--- src/rtl/sweep_pkg.sv ---
// Shared types and constants for the sweep stimulus/capture harness:
// FSM state encoding, MISR polynomial and maximal-length LFSR tap masks.
package sweep_pkg;

   typedef enum logic [1:0] {IDLE, DRIVE, DRAIN, DONE} state_t;

   localparam logic [15:0] MISR_POLY16 = 16'h1021;

   // Fibonacci tap masks (bit k set = stage k+1 feeds back) for shift-left registers.
   function automatic logic [31:0] lfsr_taps(input int width);
      case (width)
         4:       return 32'h0000_000C;
         8:       return 32'h0000_00B8;
         12:      return 32'h0000_0E08;
         16:      return 32'h0000_D008;
         default: return 32'h0000_0000;
      endcase
   endfunction

endpackage

--- src/rtl/misr_compactor.sv ---
// Serial-input signature register: folds one response bit per enabled clock
// into a Galois-style shift register with polynomial POLY.
module misr_compactor
   import sweep_pkg::*;
#(
   parameter int               SIG_W = 16,
   parameter logic [SIG_W-1:0] POLY  = SIG_W'(MISR_POLY16)
) (
   input  logic             clk,
   input  logic             rst_n,
   input  logic             clr,
   input  logic             en,
   input  logic             din,
   output logic [SIG_W-1:0] sig
);

   // NOTE: state registers use non-blocking assignments so every flop sees pre-edge values.
   always_ff @(posedge clk or negedge rst_n) begin
      if (!rst_n) begin
         sig <= '0;
      end else if (clr) begin
         sig <= '0;
      end else if (en) begin
         sig <= {sig[SIG_W-2:0], 1'b0} ^ (sig[SIG_W-1] ? POLY : '0) ^ SIG_W'(din);
      end
   end

endmodule

--- src/rtl/sweep_stim_capture.sv ---
// Drives every input vector of a combinational netlist (binary or LFSR order)
// and compacts its delayed response into a MISR signature and a ones count.
module sweep_stim_capture
   import sweep_pkg::*;
#(
   parameter int N_IN    = 12,
   parameter int CAP_LAT = 1,
   parameter int SIG_W   = 16
) (
   input  logic              clk,
   input  logic              rst_n,
   input  logic              start,
   input  logic              abort,
   input  logic              mode,
   input  logic [N_IN-1:0]   seed,
   output logic [N_IN-1:0]   vec_o,
   input  logic              dut_i,
   output logic              busy,
   output logic              done,
   output logic [SIG_W-1:0]  signature,
   output logic [N_IN:0]     ones_count
);

   localparam logic [N_IN-1:0] TAPS      = N_IN'(lfsr_taps(N_IN));
   localparam logic [N_IN-1:0] LAST_BIN  = '1;
   localparam logic [N_IN-1:0] LAST_LFSR = {{(N_IN-1){1'b1}}, 1'b0};
   localparam int              DW        = (CAP_LAT > 1) ? $clog2(CAP_LAT) : 1;

   state_t          state;
   logic            mode_r;
   logic [N_IN-1:0] vcnt;
   logic [DW-1:0]   dcnt;
   logic            start_go;
   logic            is_last;
   logic            issuing;
   logic            sample_en;
   logic            sample;

   assign start_go = start && !abort && (state == IDLE || state == DONE);
   assign is_last  = mode_r ? (vcnt == LAST_LFSR) : (vcnt == LAST_BIN);
   assign issuing  = (state == DRIVE);
   assign sample   = sample_en && !abort;

   // Valid tags follow each issued vector through the netlist latency.
   if (CAP_LAT == 0) begin : g_comb_path
      assign sample_en = issuing;
   end else begin : g_tag_pipe
      logic [CAP_LAT-1:0] tag;
      // NOTE: the tag pipeline is a control path, so it is reset; stale tags would cause phantom samples.
      always_ff @(posedge clk or negedge rst_n) begin
         if (!rst_n)     tag <= '0;
         else if (abort) tag <= '0;
         else            tag <= (tag << 1) | CAP_LAT'(issuing);
      end
      assign sample_en = tag[CAP_LAT-1];
   end

   always_ff @(posedge clk or negedge rst_n) begin
      if (!rst_n) begin
         state  <= IDLE;
         mode_r <= 1'b0;
         vcnt   <= '0;
         dcnt   <= '0;
         vec_o  <= '0;
         busy   <= 1'b0;
         done   <= 1'b0;
      end else if (abort) begin
         state <= IDLE;
         busy  <= 1'b0;
         done  <= 1'b0;
      end else begin
         case (state)
            IDLE, DONE: begin
               if (start_go) begin
                  state  <= DRIVE;
                  busy   <= 1'b1;
                  done   <= 1'b0;
                  mode_r <= mode;
                  vcnt   <= '0;
                  vec_o  <= !mode ? '0 : (seed == '0) ? N_IN'(1) : seed;
               end
            end
            DRIVE: begin
               // Termination is detected on the last vector, so the counter never wraps onto vec_o.
               if (is_last) begin
                  dcnt <= '0;
                  if (CAP_LAT == 0) begin
                     state <= DONE;
                     busy  <= 1'b0;
                     done  <= 1'b1;
                  end else begin
                     state <= DRAIN;
                  end
               end else begin
                  vcnt  <= vcnt + N_IN'(1);
                  vec_o <= mode_r ? {vec_o[N_IN-2:0], ^(vec_o & TAPS)} : vec_o + N_IN'(1);
               end
            end
            DRAIN: begin
               if (dcnt == DW'(CAP_LAT - 1)) begin
                  state <= DONE;
                  busy  <= 1'b0;
                  done  <= 1'b1;
               end else begin
                  dcnt <= dcnt + DW'(1);
               end
            end
            default: state <= IDLE;
         endcase
      end
   end

   always_ff @(posedge clk or negedge rst_n) begin
      if (!rst_n)        ones_count <= '0;
      else if (start_go) ones_count <= '0;
      else if (sample)   ones_count <= ones_count + {{N_IN{1'b0}}, dut_i};
   end

   misr_compactor #(
      .SIG_W (SIG_W),
      .POLY  (SIG_W'(MISR_POLY16))
   ) u_misr (
      .clk   (clk),
      .rst_n (rst_n),
      .clr   (start_go),
      .en    (sample),
      .din   (dut_i),
      .sig   (signature)
   );

endmodule

--- config.mk ---
export PLATFORM = sky130hd
export DESIGN_NAME = sweep_stim_capture
export DESIGN_NICKNAME = d
export VERILOG_FILES = /design/src/rtl/sweep_pkg.sv /design/src/rtl/misr_compactor.sv /design/src/rtl/sweep_stim_capture.sv
export SDC_FILE = /design/constraint.sdc
export NUM_CORES = 1
export LEC_CHECK = 0
export BUFFER_PORTS_ARGS = -buffer_cell sky130_fd_sc_hd__buf_2
export CORE_MARGIN = 1
export CORE_UTILIZATION = 62
export CTS_BUF_LIST = sky130_fd_sc_hd__clkbuf_8
export CTS_CLUSTER_DIAMETER = 40
export CTS_CLUSTER_SIZE = 25
export DETAILED_ROUTE_END_ITERATION = 16
export PLACE_DENSITY_LB_ADDON = 0.3
export SLEW_MARGIN = 10
export SYNTH_ARGS = -nofsm -noshare
export SYNTH_HDL_FRONTEND = slang
export SYNTH_SLANG_ARGS = --single-unit
--- constraint.sdc ---
create_clock -name clk -period 3 [get_ports clk]
set_input_delay 0.6 -clock clk [delete_from_list [all_inputs] [get_ports clk]]
set_output_delay 0.6 -clock clk [all_outputs]
set_load 0.005 [all_outputs]
==> reports/results.tsv, run 1 <==
metric	value	unit
status	complete, no violations	
final cell count without fillers	521	
Post-CTS Resized	0	
worst-case clock buffer depth	2	
PwrDens	790	mW/mm2
latest clock arrival within the worst-skew pair	0.33	ns
DRC	0	
post-route cell area	0.00388	mm2
initial antenna violation count	0	
syn_nets	413	
CP endpoint kind	register	
Final Setup Violations	0	
placer congestion estimate	0.886	
largest net degree at the start of global routing	23	
post-route minimum period	2.34	ns
mean post-synth cell area	8.57	um2
Clock transition at path regs	0.07	ns
CTS tree	done	
crit path DAT	2.59	ns
worst min-delay path category	input pin to async pin	
synth warn	0	
setup_tns	0	ns
Syn Std Cell Area	0.00333	mm2
RSZ-0062 raised after global routing	no	
buffers and inverters on the worst path	2	
Cells after Synth	389	
Area after DPL	0.00366	mm2
Final Max Slew Viols	0	
hold_buf cts	0	
Core Area	0.00514	mm2
DR vias/cell	5.93	
CTS H-tree lvls	3	
DPL Wire Length	5430	um
area grow syn2layout	16.4	%
CP Launch Type	register	
R2R Setup Slk	0.66	ns
placed cells	505	
total power	3070	uW
Die H	75.3	um
clk sink count	59	
total routed wirelength	7840	um
Tot GR Track Use	29.4	%
WL/cell	15.0	um
Final ANT Viol Nets	0	
Levels on crit path	8	
critical path fanouts, max	16	
fmax	427	MHz
port bufs	60	
Root Driver	clkbuf_8	
most common cell after layout, fill and taps aside	nand2_1	
total CTS buffers	9	
Max stage delay on crit path	0.54	ns
worst r2r src	state[0]	
Via Count	3091	
crit-path leading delay family	simple AND/OR/NAND/NOR gates	
CP max-delay cell	or3_1	
post-synth top area share	44.3	%
initial drt markers	319	
area occupied by multi-input gates	0.00171	mm2
P_leak	0.00180	uW
gr ovfl total	0	
Die Footprint	0.00568	mm2
NumNets Final	470	
worst slew pin tran	0.604	ns
Top FF cell, synth	dfrtp_1	
number of synthesized register bits	59	
worst vdd ir	0.432	mV
number of global-route vias before repair	2757	
Async SR Flop Fraction	100	%
most frequent cells in the layout	76 x nand2_1, 60 x buf_2, 59 x dfrtp_1, 43 x nor2_1, 33 x a21oi_1	
Crit path required time	3.25	ns
I/O Pins	61	
Worst R2R Path Depth	8	
first-pass GRT wire length	12600	um
Critical Path Start	state[0]	
reg2reg end	vec_o[3]	
final number of hold-violating endpoints	0	
Sequential cell area	0.00148	mm2
drt first pass iters	6	
part of the Yosys area used for sequential elements	44.3	%
crit share post-route	78.1	%
Post-synth EDFFs	0	
dominant cell type by area after synthesis	dfrtp_1	
CP Capture Point	vec_o[3]	
Critical Path, Cell by Cell	inv_1, ha_1, nor2b_4, or3_1, a21oi_2, buf_4, nor2_1, a31oi_1	
Max-slew headroom	59.8	%
number of fill cells in the layout	371	
Antenna Cells	0	
starting density of the core	64.9	%
layout cells sized above 1	20.8	%
Die X	75.3	um
# Max-Cap Violations	0	
Crit Path Class	register to register	
Rows	26	
postcts setup bufs	0	
post-synth cell types	51	
top cells by area, synth	dfrtp_1 44%, nand2_1 8.6%, a21oi_1 5.0%	
clk_skew	0.00868	ns
[worst reg2reg max path, delay by kind of cell, from the launching register on]
family                   cells  cell delay [ns]
AND/OR/NAND/NOR              3             0.73
AO/OA/AOI/OAI                2             0.54
flip-flops                   1             0.37
adder cells (fa/ha/maj)      1             0.34
buffers and inverters        2             0.27
[layout make-up]
type	count	area share (%)
Clock buffer	11	3.90
Clock inverter	5	1.93
Inverter	7	0.677
Multi-Input combinational cell	302	44.1
Sequential cell	59	38.0
Tap cell	70	2.26
Timing Repair Buffer	67	9.09
[layer usage]
metal / share of wire (%) / vias to the layer above / global-route usage, % / wire, um
li1: - / 1472 / - / -
met4: 2.0 / 0 / 13.6 / 160
met3: 5.9 / 19 / 4.76 / 463
met2: 48 / 136 / 45.0 / 3740
met1: 44 / 1464 / 41.4 / 3480
met5: 0 / - / 0 / 0
[state kept, by name, indices dropped and copies added, names as in the netlist]
name,count
u_misr.sig,16
ones_count,13
vcnt,12
vec_o,12
state,2
busy,1
done,1
g_tag_pipe.tag,1
mode_r,1
[cell families (layout without fill, tap and decap cells)]
| kind of cell | count (synthesis) | in the layout | synth area share, % |
|---|---|---|---|
| AND/OR/NAND/NOR | 176 | 176 | 25.3 |
| XOR/XNOR | 20 | 20 | 5.25 |
| buffers and inverters | 28 | 90 | 4.43 |
| adder cells (fa/ha/maj) | 6 | 6 | 2.25 |
| AO/OA/AOI/OAI | 92 | 92 | 16.1 |
| multiplexers | 8 | 8 | 2.40 |
| flip-flops | 59 | 59 | 44.3 |
[where the power goes]
group          internal (uW)  switching, uW  total (uW)
Clock                    509            311         820
Sequential               963            248        1210
Combinational            434            602        1040
[metrics by stage]
step | setup slack, ns | utilization [%] | hold WS (ns)
2_1_floorplan | 1.10 | - | 0.304
3_3_place_gp | 0.784 | 71.1 | 0.503
3_5_place_dp | 0.691 | 71.1 | 0.519
4_1_cts | 0.658 | 75.5 | 0.231
5_1_grt | 0.508 | 75.5 | 0.259
6_report | 0.658 | 75.5 | 0.228
[worst min path at each step]
stage / from / to / slack (ns)
2_1_floorplan: rst_n / busy / 0.30
5_1_grt: rst_n / vcnt[10] / 0.26
6_report: rst_n / vcnt[10] / 0.23
3_3_place_gp: busy / busy / 0.50
4_1_cts: rst_n / vcnt[10] / 0.23
3_5_place_dp: ones_count[12] / ones_count[12] / 0.52
[cell usage after synthesis, types with 2 or more instances]
library cell  number
a211oi_1           6
a21oi_1           33
a221oi_1           2
a31oi_1            8
and2_1             3
and3_1             5
buf_2              2
buf_6              3
clkbuf_1          10
clkbuf_2           3
dfrtp_1           59
ha_1               6
inv_1              7
mux2i_1            8
nand2_1           76
nand2b_1           2
nand3_1           13
nand4_1            6
nor2_1            44
nor2b_1            4
nor3_1             9
nor4_1             3
nor4_4             2
o21ai_0           30
xnor2_1           11
xor2_1             9
Note: power is estimated with default switching activity, not from simulation.
==> run 2: changes to the inputs <==
- CORE_UTILIZATION: 62 -> 58
- clock period: 3 -> 2.2 ns (I/O delays scaled with it)
==> run 2 against run 1 <==
- sequential share of layout area shrank 0.67 points
- hold slack lost 0.14 ns
- routed wire length decreased by 0.40%
- critical path type unchanged
- critical endpoint is now vcnt[9]
- die area increased by 6.7%
- final cell count rose by 1.3%
- clock-buffer cell count down 2
- final area rose by 1.8%
- combinational power increased by 39%
- highest routed layer unchanged
==> reports/results.tsv, run 2 (synthesis results as in run 1) <==
metric	value	unit	change
status	complete, no violations		unchanged
Die X	77.8	um	was 75.3 um
worst r2r src	state[0]		unchanged
I/O Pins	61		unchanged
latest clock arrival within the worst-skew pair	0.34	ns	was 0.33 ns
final number of hold-violating endpoints	0		unchanged
area grow syn2layout	18.5	%	was 16.4%
number of global-route vias before repair	2816		was 2757
worst slew pin tran	0.530	ns	was 0.604 ns
Post-CTS Resized	0		unchanged
Via Count	3032		was 3091
area occupied by multi-input gates	0.00172	mm2	was 0.00171 mm2
PwrDens	1080	mW/mm2	was 790 mW/mm2
Die H	77.8	um	was 75.3 um
P_leak	0.00183	uW	was 0.00180 uW
WL/cell	14.8	um	was 15.0 um
crit path DAT	2.23	ns	was 2.59 ns
Clock transition at path regs	0.06	ns	was 0.07 ns
crit share post-route	91.1	%	was 78.1%
DPL Wire Length	5310	um	was 5430 um
initial drt markers	184		was 319
worst vdd ir	0.755	mV	was 0.432 mV
Rows	27		was 26
drt first pass iters	4		was 6
Core Area	0.00554	mm2	was 0.00514 mm2
Max-slew headroom	64.4	%	was 59.8%
placed cells	513		was 505
clk sink count	59		unchanged
fin util	71.3	%	was 75.5%
CP Launch Type	register		unchanged
largest net degree at the start of global routing	60		was 23
post-route minimum period	2.00	ns	was 2.34 ns
total routed wirelength	7810	um	was 7840 um
hold_buf cts	0		unchanged
max reg flops	16		unchanged
placer congestion estimate	0.863		was 0.886
worst min-delay path category	input pin to async pin		unchanged
CTS H-tree lvls	3		unchanged
layout cells sized above 1	21.5	%	was 20.8%
RSZ-0062 raised after global routing	no		unchanged
biggest regs	u_misr.sig x16, ones_count x13		unchanged
initial antenna violation count	0		unchanged
CTS tree	done		unchanged
clk_skew	0.00926	ns	was 0.00868 ns
gr ovfl total	0		unchanged
# Max-Cap Violations	0		unchanged
Final Setup Violations	0		unchanged
Final ANT Viol Nets	0		unchanged
DR vias/cell	5.74		was 5.93
Final Max Slew Viols	0		unchanged
Tot GR Track Use	27.6	%	was 29.4%
Root Driver	clkbuf_8		unchanged
most common cell after layout, fill and taps aside	nand2_1		unchanged
Reg with most FFs	u_misr.sig		unchanged
Die Footprint	0.00606	mm2	was 0.00568 mm2
DRC	0		unchanged
Crit Path Class	register to register		unchanged
critical path fanouts, max	5		was 16
Sequential cell area	0.00148	mm2	unchanged
Antenna Cells	0		unchanged
fmax	499	MHz	was 427 MHz
port bufs	60		unchanged
number of fill cells in the layout	428		was 371
final cell count without fillers	528		was 521
R2R Setup Slk	0.20	ns	was 0.66 ns
CP endpoint kind	register		unchanged
total CTS buffers	9		unchanged
postcts setup bufs	0		unchanged
Worst R2R Path Depth	7		was 8
most frequent cells in the layout	76 x nand2_1, 60 x buf_2, 59 x dfrtp_1, 43 x nor2_1, 33 x a21oi_1		unchanged
Critical Path Start	state[0]		unchanged
first-pass GRT wire length	13000	um	was 12600 um
worst-case clock buffer depth	2		unchanged
Crit path required time	2.43	ns	was 3.25 ns
NumNets Final	476		was 470
starting density of the core	60.2	%	was 64.9%
setup_tns	0	ns	unchanged
reg2reg end	vcnt[9]		was vec_o[3]
==> run 2: cell count changes in the layout (fill, tap and decap cells not counted), sizes merged <==
cell | before | now
clkinv | 3 | 1
bufinv | 2 | 3
clkbuf | 11 | 9
buf | 67 | 73
clkinvlp | 0 | 1
inv | 7 | 8
==> run 2: how the worst max path moves through the flow <==
| stage | to | depth (start not counted) |
|---|---|---|
| floorplan | vec_o[4] | 8 |
| finish | vcnt[9] | 7 |
| CTS | vec_o[10] | 7 |
| global route | vec_o[10] | 7 |
| detailed placement | vec_o[4] | 7 |
| global placement | vec_o[4] | 7 |
==> run 2: layout make-up <==
cell class,count,area share [%]
multi-input combinational,302,43.5
inverter,7,0.665
tap,72,2.28
sequential,59,37.4
clock buffer,9,3.13
clock inverter,6,2.69
timing repair buffer,73,10.4
==> run 2: where the power goes <==
group / internal, uW / switching, uW / total (uW)
Sequential: 1310 / 334 / 1650
Clock: 740 / 431 / 1170
Combinational: 631 / 821 / 1450
==> run 2: per-stage QoR <==
step	hold WS, ns	setup WS, ns	instance area [um2]	total power, uW
2_1_floorplan	0.144	0.300	3330	2610
3_3_place_gp	0.473	0.266	3720	3020
3_5_place_dp	0.472	0.194	3720	3080
4_1_cts	0.106	0.160	3950	4270
5_1_grt	0.139	0.0457	3950	4540
6_report	0.0854	0.196	3950	4270
==> run 2: routing by layer <==
| layer | GRT usage [%] | routed length [um] | vias to the layer above |
|---|---|---|---|
| li1 | - | - | 1479 |
| met1 | 35.7 | 3440 | 1453 |
| met2 | 44.8 | 3800 | 90 |
| met3 | 5.88 | 452 | 10 |
| met4 | 11.9 | 110 | 0 |
| met5 | 0 | 0 | - |
==> run 2: worst max-delay path, stage by stage (launching register included) <==
cell,delay (ns)
dfrtp_1,0.37
inv_1,0.06
ha_1,0.35
nor2b_4,0.16
or4_4,0.51
nor3_1,0.24
xnor2_1,0.15
nor2_1,0.05
==> run 3: changes to the inputs <==
- CORE_MARGIN: 1 -> 2
==> run 3 against run 2 <==
- flip-flop and latch count did not move
- routed wire length down 0.81%
- largest power group unchanged
- combinational power barely moved
- clock power decreased by 10%
- clock-buffer cell count grew 3
- hold slack better by 0.013 ns
- clock skew down 0.0023 ns
==> reports/results.tsv, run 3 (synthesis results as in run 1) <==
metric	value	unit	change
met2 wire length	3750	um	was 3800 um
Reg with most FFs	u_misr.sig		unchanged
Root Driver	clkbuf_8		unchanged
Rows	27		unchanged
fmax	501	MHz	was 499 MHz
most frequent cells in the layout	76 x nand2_1, 60 x buf_2, 59 x dfrtp_1, 43 x nor2_1, 33 x a21oi_1		unchanged
clk_skew	0.00695	ns	was 0.00926 ns
Final ANT Viol Nets	0		unchanged
P_leak	0.00181	uW	was 0.00183 uW
Core Area	0.00554	mm2	unchanged
CTS H-tree lvls	3		unchanged
Critical Path Start	state[0]		unchanged
CP endpoint kind	register		unchanged
Via Count	3082		was 3032
setup_tns	0	ns	unchanged
worst slew pin tran	0.529	ns	was 0.530 ns
Final Setup Violations	0		unchanged
layout cells sized above 1	21.5	%	about the same
Antenna Cells	0		unchanged
Die H	79.8	um	was 77.8 um
# Max-Cap Violations	0		unchanged
final number of hold-violating endpoints	0		unchanged
Crit Path Class	register to register		unchanged
DPL Wire Length	5350	um	was 5310 um
initial drt markers	166		was 184
worst r2r src	state[0]		unchanged
Tot GR Track Use	25.8	%	was 27.6%
M1 WL	3390	um	was 3440 um
hold_buf cts	0		unchanged
initial antenna violation count	0		unchanged
critical path fanouts, max	15		was 5
Place WS	0.228	ns	was 0.194 ns
Final Max Slew Viols	0		unchanged
biggest regs	u_misr.sig x16, ones_count x13		unchanged
Clock transition at path regs	0.07	ns	was 0.06 ns
Die Footprint	0.00637	mm2	was 0.00606 mm2
DR vias/cell	5.85		was 5.74
CTS tree	done		unchanged
max reg flops	16		unchanged
worst min-delay path category	input pin to async pin		unchanged
port bufs	60		unchanged
met3 WL	443	um	was 452 um
placer congestion estimate	0.859		was 0.863
drt first pass iters	5		was 4
number of global-route vias before repair	2831		was 2816
total routed wirelength	7740	um	was 7810 um
area grow syn2layout	17.4	%	was 18.5%
PwrDens	1050	mW/mm2	was 1080 mW/mm2
DRC	0		unchanged
worst-case clock buffer depth	2		unchanged
fin util	70.6	%	was 71.3%
starting density of the core	60.2	%	unchanged
NumNets Final	474		was 476
largest net degree at the start of global routing	60		unchanged
I/O Pins	61		unchanged
crit path DAT	2.21	ns	was 2.23 ns
latest clock arrival within the worst-skew pair	0.34	ns	about the same
status	complete, no violations		unchanged
WL/cell	14.7	um	was 14.8 um
Post-CTS Resized	0		unchanged
crit share post-route	90.8	%	was 91.1%
RSZ-0062 raised after global routing	no		unchanged
clk sink count	59		unchanged
total power	4120	uW	was 4270 uW
CP Launch Type	register		unchanged
final setup margin	0.203	ns	was 0.196 ns
postcts setup bufs	0		unchanged
first-pass GRT wire length	12800	um	was 13000 um
Die X	79.8	um	was 77.8 um
DR top layer	met4		unchanged
Max-slew headroom	64.7	%	was 64.4%
gr ovfl total	0		unchanged
most common cell after layout, fill and taps aside	nand2_1		unchanged
Crit path required time	2.41	ns	was 2.43 ns
post-route minimum period	2.00	ns	about the same
worst vdd ir	0.593	mV	was 0.755 mV
total CTS buffers	9		unchanged
-- run 3: changes by cell type in the layout (fill, tap and decap cells not counted) --
cell,before,now
a21o_4,1,0
a21o_2,0,1
inv_1,8,7
buf_4,12,10
bufinv_16,3,1
clkinv_2,1,2
clkbuf_8,9,12
-- run 3: layer usage --
| metal | up-vias | track usage [%] |
|---|---|---|
| li1 | 1475 | - |
| met1 | 1478 | 34.0 |
| met2 | 110 | 40.5 |
| met3 | 19 | 6.79 |
| met4 | 0 | 10.5 |
| met5 | - | 0 |
-- run 3: worst max-delay path: stages (launching register included) --
cell	delay [ns]
dfrtp_1	0.36
inv_1	0.05
ha_1	0.34
nor2b_4	0.16
or3_1	0.36
a21o_2	0.32
o21ai_0	0.20
o21ai_0	0.10
-- run 3: report_power, final --
part	internal, uW	leakage [uW]	total, uW	switching (uW)
clock network	612	0.000108	1050	434
registers	1310	0.000792	1640	324
logic	618	0.000907	1430	816
-- run 3: path summary, 6_finish.rpt --
kind,slack [ns],endpoint,cells past startpoint
min in group clk,0.38,state[0],2
max,0.20,vec_o[10],7
max reg2reg,0.20,vec_o[10],7
min,0.1,vec_o[10],2
max in group asynchronous,1.85,vec_o[2],2
min reg2reg,0.52,vcnt[8],2
-- run 3: cell type report --
class	count	area [um2]
fillers	457	1630
well taps	72	90.1
flip-flops and latches	59	1480
clock buffers	12	165
clock inverters	4	47.5
inverters	7	26.3
repair buffers	71	395
multi-input cells	302	1710
-- run 3: per-stage QoR --
stage                     cell area, um2  hold WS (ns)  std cells
after global placement              3700         0.472        511
after detailed placement            3700         0.469        511
after floorplan                     3330         0.144        389
after global routing                3910         0.123        527
final                               3910        0.0983        527
after CTS                           3910         0.104        527
